$ cat src/rtl/ss_adc_pkg.sv
// Shared types for the single-slope ADC conversion controller.
package ss_adc_pkg;

    typedef enum logic [1:0] {
        IDLE     = 2'd0,
        RAMP_RST = 2'd1,
        COUNT    = 2'd2,
        DONE     = 2'd3
    } state_e;

    // Sample-index width; a zero-width index is not legal, so floor at one bit.
    function automatic int idx_w(input int avg_log2);
        return (avg_log2 > 0) ? avg_log2 : 1;
    endfunction

endpackage

$ cat src/rtl/ss_adc_ctrl_if.sv
// Control/result bundle between the digital top and the ramp/comparator macro.
interface ss_adc_ctrl_if #(
    parameter int CNT_W = 8
);
    logic             comp_out;
    logic             restart;
    logic             cont;
    logic             ramp_reset;
    logic             ramp_en;
    logic             busy;
    logic             valid;
    logic [CNT_W-1:0] data;
    logic             overflow;

    modport master (
        input  comp_out, restart, cont,
        output ramp_reset, ramp_en, busy, valid, data, overflow
    );

    modport slave (
        output comp_out, restart, cont,
        input  ramp_reset, ramp_en, busy, valid, data, overflow
    );
endinterface

$ cat src/rtl/ss_adc_ctrl_sync_ff.sv
// Multi-flop synchroniser for an asynchronous level; latency STAGES cycles.
module sync_ff #(
    parameter int STAGES = 2
) (
    input  logic clk,
    input  logic rstn,
    input  logic d,
    output logic q
);
    logic [STAGES-1:0] shift;

    always_ff @(posedge clk or negedge rstn) begin
        if (!rstn) begin
            shift <= '0;
        end else begin
            shift <= {shift[STAGES-2:0], d};
        end
    end

    assign q = shift[STAGES-1];
endmodule

$ cat src/rtl/ss_adc_ctrl.sv
// Single-slope ADC sequencer: ramp reset, count until comparator trips, average 2^AVG_LOG2 samples.
// Result strobes RST_CYCLES+k+2 cycles after restart per sample; no backpressure, outputs are all registered.
module ss_adc_ctrl
    import ss_adc_pkg::*;
#(
    parameter int CNT_W       = 8,
    parameter int RST_CYCLES  = 2,
    parameter int SYNC_STAGES = 2,
    parameter int AVG_LOG2    = 0
) (
    input  logic         clk,
    input  logic         rstn,
    ss_adc_ctrl_if.master adc
);
    localparam int ACC_W = CNT_W + AVG_LOG2;
    localparam int IDX_W = idx_w(AVG_LOG2);
    localparam int RC_W  = $clog2(RST_CYCLES + 1);

    localparam logic [CNT_W-1:0] FULL     = '1;
    localparam logic [IDX_W-1:0] LAST_IDX = IDX_W'((1 << AVG_LOG2) - 1);
    localparam logic [RC_W-1:0]  RC_LOAD  = RC_W'(RST_CYCLES - 1);

    state_e           state;
    logic [RC_W-1:0]  rst_cnt;
    logic [CNT_W-1:0] cnt;
    logic [ACC_W-1:0] acc;
    logic [IDX_W-1:0] idx;
    logic             ovf;
    logic             comp_s;

    logic             ramp_reset_q;
    logic             ramp_en_q;
    logic             busy_q;
    logic             valid_q;
    logic [CNT_W-1:0] data_q;
    logic             overflow_q;

    logic             smp_end;
    logic             smp_sat;
    logic [ACC_W-1:0] acc_sum;

    sync_ff #(.STAGES(SYNC_STAGES)) u_comp_sync (
        .clk  (clk),
        .rstn (rstn),
        .d    (adc.comp_out),
        .q    (comp_s)
    );

    // The sample value is the current count whether the comparator tripped or the counter pinned at full scale.
    assign smp_sat = (cnt == FULL) && !comp_s;
    assign smp_end = (state == COUNT) && (comp_s || (cnt == FULL));
    assign acc_sum = acc + ACC_W'(cnt);

    always_ff @(posedge clk or negedge rstn) begin
        if (!rstn) begin
            state        <= IDLE;
            rst_cnt      <= '0;
            cnt          <= '0;
            acc          <= '0;
            idx          <= '0;
            ovf          <= 1'b0;
            ramp_reset_q <= 1'b1;
            ramp_en_q    <= 1'b0;
            busy_q       <= 1'b0;
            valid_q      <= 1'b0;
            data_q       <= '0;
            overflow_q   <= 1'b0;
        end else begin
            valid_q <= 1'b0;
            unique case (state)
                IDLE: begin
                    if (adc.restart) begin
                        state   <= RAMP_RST;
                        rst_cnt <= RC_LOAD;
                        acc     <= '0;
                        idx     <= '0;
                        ovf     <= 1'b0;
                        busy_q  <= 1'b1;
                    end
                end
                RAMP_RST: begin
                    if (rst_cnt == '0) begin
                        state        <= COUNT;
                        cnt          <= '0;
                        ramp_reset_q <= 1'b0;
                        ramp_en_q    <= 1'b1;
                    end else begin
                        rst_cnt <= rst_cnt - 1'b1;
                    end
                end
                COUNT: begin
                    if (smp_end) begin
                        acc          <= acc_sum;
                        ovf          <= ovf | smp_sat;
                        ramp_en_q    <= 1'b0;
                        ramp_reset_q <= 1'b1;
                        if (idx == LAST_IDX) begin
                            state      <= DONE;
                            valid_q    <= 1'b1;
                            data_q     <= CNT_W'(acc_sum >> AVG_LOG2);
                            overflow_q <= ovf | smp_sat;
                        end else begin
                            state   <= RAMP_RST;
                            rst_cnt <= RC_LOAD;
                            idx     <= idx + 1'b1;
                        end
                    end else begin
                        cnt <= cnt + 1'b1;
                    end
                end
                DONE: begin
                    if (adc.cont) begin
                        state   <= RAMP_RST;
                        rst_cnt <= RC_LOAD;
                        acc     <= '0;
                        idx     <= '0;
                        ovf     <= 1'b0;
                    end else begin
                        state  <= IDLE;
                        busy_q <= 1'b0;
                    end
                end
                default: state <= IDLE;
            endcase
        end
    end

    assign adc.ramp_reset = ramp_reset_q;
    assign adc.ramp_en    = ramp_en_q;
    assign adc.busy       = busy_q;
    assign adc.valid      = valid_q;
    assign adc.data       = data_q;
    assign adc.overflow   = overflow_q;
endmodule

$ cat src/flat_wrapper.sv
// flat-port wrapper written by rule: the top's interface ports become plain ports
module ss_adc_ctrl_flat import ss_adc_pkg::*;
#(
    parameter int CNT_W       = 8,
    parameter int RST_CYCLES  = 2,
    parameter int SYNC_STAGES = 2,
    parameter int AVG_LOG2    = 0
)
  (clk, rstn, adc_comp_out, adc_restart, adc_cont, adc_ramp_reset, adc_ramp_en, adc_busy, adc_valid, adc_data, adc_overflow);
  ss_adc_ctrl_if #(.CNT_W(CNT_W)) adc_i ();
  input  logic clk;
  input  logic rstn;
  input wire logic [$bits(adc_i.comp_out)-1:0] adc_comp_out;
  input wire logic [$bits(adc_i.restart)-1:0] adc_restart;
  input wire logic [$bits(adc_i.cont)-1:0] adc_cont;
  output wire logic [$bits(adc_i.ramp_reset)-1:0] adc_ramp_reset;
  output wire logic [$bits(adc_i.ramp_en)-1:0] adc_ramp_en;
  output wire logic [$bits(adc_i.busy)-1:0] adc_busy;
  output wire logic [$bits(adc_i.valid)-1:0] adc_valid;
  output wire logic [$bits(adc_i.data)-1:0] adc_data;
  output wire logic [$bits(adc_i.overflow)-1:0] adc_overflow;
  assign adc_i.comp_out = adc_comp_out;
  assign adc_i.restart = adc_restart;
  assign adc_i.cont = adc_cont;
  assign adc_ramp_reset = adc_i.ramp_reset;
  assign adc_ramp_en = adc_i.ramp_en;
  assign adc_busy = adc_i.busy;
  assign adc_valid = adc_i.valid;
  assign adc_data = adc_i.data;
  assign adc_overflow = adc_i.overflow;
  ss_adc_ctrl #(.CNT_W(CNT_W), .RST_CYCLES(RST_CYCLES), .SYNC_STAGES(SYNC_STAGES), .AVG_LOG2(AVG_LOG2)) u_core (.clk(clk), .rstn(rstn), .adc(adc_i));
endmodule
$ cat config.mk
export PLATFORM = sky130hd
export DESIGN_NAME = ss_adc_ctrl_flat
export DESIGN_NICKNAME = d
export VERILOG_FILES = /design/src/rtl/ss_adc_pkg.sv /design/src/rtl/ss_adc_ctrl_if.sv /design/src/rtl/ss_adc_ctrl_sync_ff.sv /design/src/rtl/ss_adc_ctrl.sv /design/src/flat_wrapper.sv
export SDC_FILE = /design/constraint.sdc
export NUM_CORES = 1
export LEC_CHECK = 0
export ABC_AREA = 1
export CAP_MARGIN = 20
export CORE_MARGIN = 3
export CORE_UTILIZATION = 40
export CTS_BUF_LIST = sky130_fd_sc_hd__clkbuf_8
export CTS_CLUSTER_DIAMETER = 60
export DETAILED_ROUTE_END_ITERATION = 12
export GPL_TIMING_DRIVEN = 0
export PLACE_DENSITY = 0.62
export SYNTH_ARGS = -nofsm -noshare
export SYNTH_HDL_FRONTEND = slang
export SYNTH_SLANG_ARGS = --single-unit
$ cat constraint.sdc
create_clock -name clk -period 3.47 [get_ports clk]
set_input_delay 0.694 -clock clk [delete_from_list [all_inputs] [get_ports clk]]
set_output_delay 0.694 -clock clk [all_outputs]
set_load 0.02 [all_outputs]
### Yosys cells after proc, flatten, opt, wreduce, memory -nomap -nowiden

Cells that the tools add are included.

| operators by class | value |
|---|---|
| $add $sub $neg | 4 |
| equality and inequality tests | 12 |
| mux-type cells | 37 |
| bitwise operators | 2 |
| reductions and logical operators | 16 |

Operator list:

| kind | count |
|---|---|
| $mux W8 | 5 |
| $pmux W8 S3 | 1 |
| $mux W2 | 8 |
| $pmux W2 S4 | 2 |
| $pmux W8 S2 | 1 |
| $mux W1 | 15 |
| $reduce_and A3 Y1 | 5 |
| $ne A2 B2 Y1 const B | 5 |
| $add A8 B1 Y8 const B | 1 |
| $add A8 B8 Y8 | 1 |
| $eq A8 B8 Y1 const B | 1 |
| $ne A2 B1 Y1 const B | 3 |
| $pmux W1 S2 | 3 |
| $pmux W1 S3 | 2 |
| $reduce_and A5 Y1 | 1 |
| $eq A2 B2 Y1 const B | 2 |
| $logic_not A2 Y1 | 2 |
| $reduce_and A4 Y1 | 1 |
| $reduce_bool A2 Y1 | 2 |
| $reduce_bool A3 Y1 | 1 |
| $eq A2 B1 Y1 const B | 1 |
| $logic_and A1 B1 Y1 | 2 |
| $sub A2 B1 Y2 const B | 1 |
| $add A1 B1 Y1 const B | 1 |
| other kinds (4) | 4 |

| word-level totals | value |
|---|---|
| register bits | 37 |
| input bits | 5 |
| logic and storage cells | 84 |

### Depth between registers and ports, before layout

| logic depth | value |
|---|---|
| depth in word-level cells | 5 |
| gate-level depth with buffers | 10 |

### By module

From an unflattened synthesis, not the netlist that was laid out.

| second synthesis, totals | value |
|---|---|
| cell total of the unflattened synthesis | 256 |
| area, all modules | 2042.0 um^2 |

By module, submodules not included:

| module | instances | cells each | area each (um^2) | seq. area each (um^2) |
|---|---|---|---|---|
| ss_adc_ctrl | 1 | 254 | 1991.9 | 852.1 |
| sync_ff | 1 | 2 | 50.0 | 50.0 |

### Worst setup path before layout

No wires, ideal clock.

| path | value |
|---|---|
| kind | register to register |
| from | register u_core.state[0] |
| to | register u_core.ovf |
| library setup time | 0.127 ns |
| arrival time | 1.422 ns |
| data required time | 3.343 ns |
| path slack | 1.921 ns |
| stages on the path, launching flop included | 9 |
| path through | dfrtp_1 -> inv_1 -> ha_1 -> buf_4 -> inv_1 -> a21oi_1 -> nand2_2 -> nand2_1 -> o21ai_0 |

| between the ends | value |
|---|---|
| longest elaborated chain between the ends | 4 |

RTL lines:

| item | RTL line | RTL |
|---|---|---|
| start, declared | ss_adc_ctrl.sv:23 | `state_e state;` |
| start signal, assigned | ss_adc_ctrl.sv:56 | `state <= IDLE;` |
| start signal, assigned | ss_adc_ctrl.sv:73 | `state <= RAMP_RST;` |
| start signal, assigned | ss_adc_ctrl.sv:83 | `state <= COUNT;` |
| $eq A2 B2 Y1 | ss_adc_ctrl.sv:51, ss_adc_ctrl.sv:70 |  |
| $logic_and A1 B1 Y1 | ss_adc_ctrl.sv:51 | `assign smp_end = (state == COUNT) && (comp_s \|\| (cnt == FULL));` |
| $ne A2 B1 Y1 (no line) | n/a |  |
| $reduce_and A4 Y1 (no line) | n/a |  |
| end signal, assigned | ss_adc_ctrl.sv:94 | `ovf <= ovf \| smp_sat;` |
| end, declared | ss_adc_ctrl.sv:28 | `logic ovf;` |

Several ways; a longest one is shown, not always the timed one.
A chain may end at the register's enable or synchronous reset.

### Worst setup path after layout

| path | value |
|---|---|
| from | register u_core.ramp_reset_q, in the netlist u_core.adc.ramp_reset |
| to | output port adc_ramp_reset |

RTL lines:

| item | RTL line | RTL |
|---|---|---|
| start, declared | ss_adc_ctrl.sv:31 | `logic ramp_reset_q;` |
| start signal, assigned | ss_adc_ctrl.sv:62 | `ramp_reset_q <= 1'b1;` |
| start signal, assigned | ss_adc_ctrl.sv:85 | `ramp_reset_q <= 1'b0;` |
| start signal, assigned | ss_adc_ctrl.sv:96 | `ramp_reset_q <= 1'b1;` |
| end, declared | flat_wrapper.sv:16 | `output wire logic [$bits(adc_i.ramp_reset)-1:0] adc_ramp_reset;` |

No word-level cell between the ends.

==> metrics.yaml <==
status: "completed"
antenna_found_initial: 0
synth-edff-count: 0
rsz0062_at_grt: "no"
crit_end: "adc_ramp_reset"
crit_start: "u_core.adc.ramp_reset"
endpoint_kind: "output pin"
period_share_pct: 61.29
cts-buffers-inserted: 5
drtIter0Drc: 87
cts_repair_resize_count: 0
critPathMaxStageDelay_ns: 0.60
vias: 1670
root_buffer: "clkbuf_8"
wirelength_um: 4097
fp.dieW_um: 78.43
synth_common_cells: "98 x nand2_1, 37 x inv_1, 35 x dfrtp_1"
crit_buf_inv: 1
worstPathCellList: "clkdlybuf4s50_1"
cts_tree: "done"
max-vdd-ir-drop_v: 0.0003662
syn-cell-area_um2: 2098
worst_ep_arrival_time_ns: 1.43
cp-start-kind: "flip-flop"
rr_worst_depth: 8
worst_pin_slew_ns: 0.8093
port_buffers: 17
powerDensity_nw_per_um2: 626.4
rows: 25
yosysTopAreaCell: "dfrtp_1"
clock_latency_ns: 0.29
cp_top_family: "buffers and inverters"
period_needed_ns: 2.127
n_fill_cell: 483
finalHoldViolCount: 0
io_pins: 18
hold_buffers: 0
cp_num_cells: 1
ys_seq_elements: 36
final.setup.tns_ns: 0
layout.nets: 311
hp-class: "flip-flop to flip-flop"
crit_fanout: 2
comb_power_share_pct: 44.4
die-area_um2: 6150
dieHeight_um: 78.43
path_clk_slew_ns: 0.07
clockPowerShare_pct: 20.2
stdcell_area_um2: 2441
drive_above_1_share_pct: 8.904
gr-total-overflow: 0
swShare_pct: 41.66
yosysMostFrequentCell: "nand2_1"
grtUsageTotal_pct: 15.16
slew_viol_final: 0
crit_path_top_delay_cell: "clkdlybuf4s50_1"
intPower_mw: 0.8921
rrSetupSlack_ns: 1.61
start_util_pct: 43.00
grt_pass1_vias: 1587
yosys_warnings: 0
ys_types: 28
cp_data_required_time_ns: 2.78
synth-main-ff-cell: "dfrtp_1"
timing_worst_setup_path_type: "flip-flop to output pin"
maxCapViolations: 0
slew_headroom_pct: 46.05
cts_setup_buffers: 0
grt_max_degree: 37
async_reset_ff_share_pct: 100.0
syn_area_per_cell_um2: 7.859
ant_nets: 0
htree_levels: 2
drcViolationCount: 0
utilization_pct: 50.03
yosysSeqAreaShare_pct: 42.99
diodes: 0
core_um2: 4880
grt_pass1_wl_um: 7258
synth_top_area_share_pct: 41.74
timing.rr.end: "u_core.ovf"
cts_sinks: 36
sequentialPowerShare_pct: 35.4
dpl.hpwl_um: 3022
switchingPower_mw: 0.6370
multi_input_area_um2: 1030
power_mw: 1.529
netlist_instances: 267
max_freq_ghz: 0.4702
ys_top_cells_by_area: "dfrtp_1 42%, nand2_1 18%, ha_1 8.3%, inv_1 6.6%, nand3_1 4.3%"
finalWeightedCongestion: 0.7797
cts_buffer_depth: 2
setup_violations: 0
placed_area_um2: 2347
seq_area_um2: 902.1
syn_nets: 287
regToRegStartpoint: "u_core.state[0]"
leakage_nw: 1.271
via_per_inst: 4.652
wl_per_cell_um: 11.41
syn2layout_area_growth_pct: 16.34
drt-pass1-iter-count: 4
finalClockSkew_ns: 0.01041
[layout by cell type (no fill, tap or decap)]
cell type and instances:
xor2_1 4, clkinvlp_4 1, o22ai_1 1, a21oi_1 3, nand3b_1 1, nand3_2 1, buf_4 1, clkdlybuf4s50_1 16
o21ai_0 10, clkbuf_8 6, inv_1 38, nand3_1 18, dfrtp_1 35, buf_8 1, nand2_1 98, ha_1 14
nand2_2 3, nand2_4 3, nor3b_1 1, dfstp_2 1, a21oi_4 1, nor2_1 12, nand4_1 5, o21ai_2 4
fa_1 1, o211ai_1 1, nor2_2 1, o21ai_1 6, buf_2 2, or2_2 1, o21bai_1 2
[flip-flops by register name, summed over array words and instances, names as in the netlist]
register / flops
u_core.rst_cnt: 2
u_core.u_comp_sync.shift: 2
u_core.adc.overflow: 1
u_core.adc.data: 8
u_core.adc.ramp_en: 1
u_core.cnt: 8
u_core.acc: 8
u_core.adc.ramp_reset: 1
u_core.adc.busy: 1
u_core.adc.valid: 1
u_core.ovf: 1
u_core.state: 2
[cells by family (layout without fill, tap and decap cells)]
family                     count (synthesis)  in the layout  share of synthesized area (%)
adders and majority gates                 15             15                          9.302
AOI/OAI and AO/OA                         28             28                          8.348
buffers and inverters                     40             65                          7.930
xor gates and xnor gates                   4              4                          1.669
DFF                                       36             36                          42.99
and+or+nand+nor                          144            144                          29.76
[power by group through the flow]
stage               sequential (mW)  combinational, mW  clock (mW)
floorplan                     0.582              0.440           0
global placement              0.548              0.681           0
detailed placement            0.549              0.685           0
CTS                           0.543              0.687       0.324
global route                  0.552              0.757       0.341
finish                        0.542              0.679       0.309
[area by class of cell]
type	instances	share of cell area (%)
plain buffers	3	1.128
clock buffers	6	3.383
clock inverters	2	0.4613
inverters	37	5.689
multi-input cells	191	42.18
flip-flops and latches	36	36.96
well taps	67	3.434
repair buffers	17	6.766
[worst min-delay path by stage]
stage	cells past startpoint	slack (ns)	start	end
2_1_floorplan	0	0.33	u_core.u_comp_sync.shift[0]	u_core.u_comp_sync.shift[1]
4_1_cts	0	0.35	u_core.u_comp_sync.shift[0]	u_core.u_comp_sync.shift[1]
3_5_place_dp	0	0.34	u_core.u_comp_sync.shift[0]	u_core.u_comp_sync.shift[1]
6_report	0	0.35	u_core.u_comp_sync.shift[0]	u_core.u_comp_sync.shift[1]
3_3_place_gp	0	0.33	u_core.u_comp_sync.shift[0]	u_core.u_comp_sync.shift[1]
5_1_grt	0	0.36	u_core.u_comp_sync.shift[0]	u_core.u_comp_sync.shift[1]
[per-layer routing]
metal / vias up / global-route usage [%] / wire length [um]
li1: 888 / - / -
met1: 755 / 20.09 / 2096
met2: 21 / 23.63 / 1804
met3: 6 / 3.440 / 136
met4: 0 / 6.818 / 60
met5: - / 0 / 0
[through the flow]
step / setup slack, ns / hold WS [ns] / instances
4_1_cts: 1.322 / 0.3522 / 359
5_1_grt: 1.311 / 0.3592 / 359
2_1_floorplan: 1.921 / 0.3312 / 267
6_report: 1.343 / 0.3504 / 359
3_3_place_gp: 0.8411 / 0.3327 / 351
3_5_place_dp: 1.251 / 0.3373 / 351
Note: power is estimated with default switching activity, not from simulation.
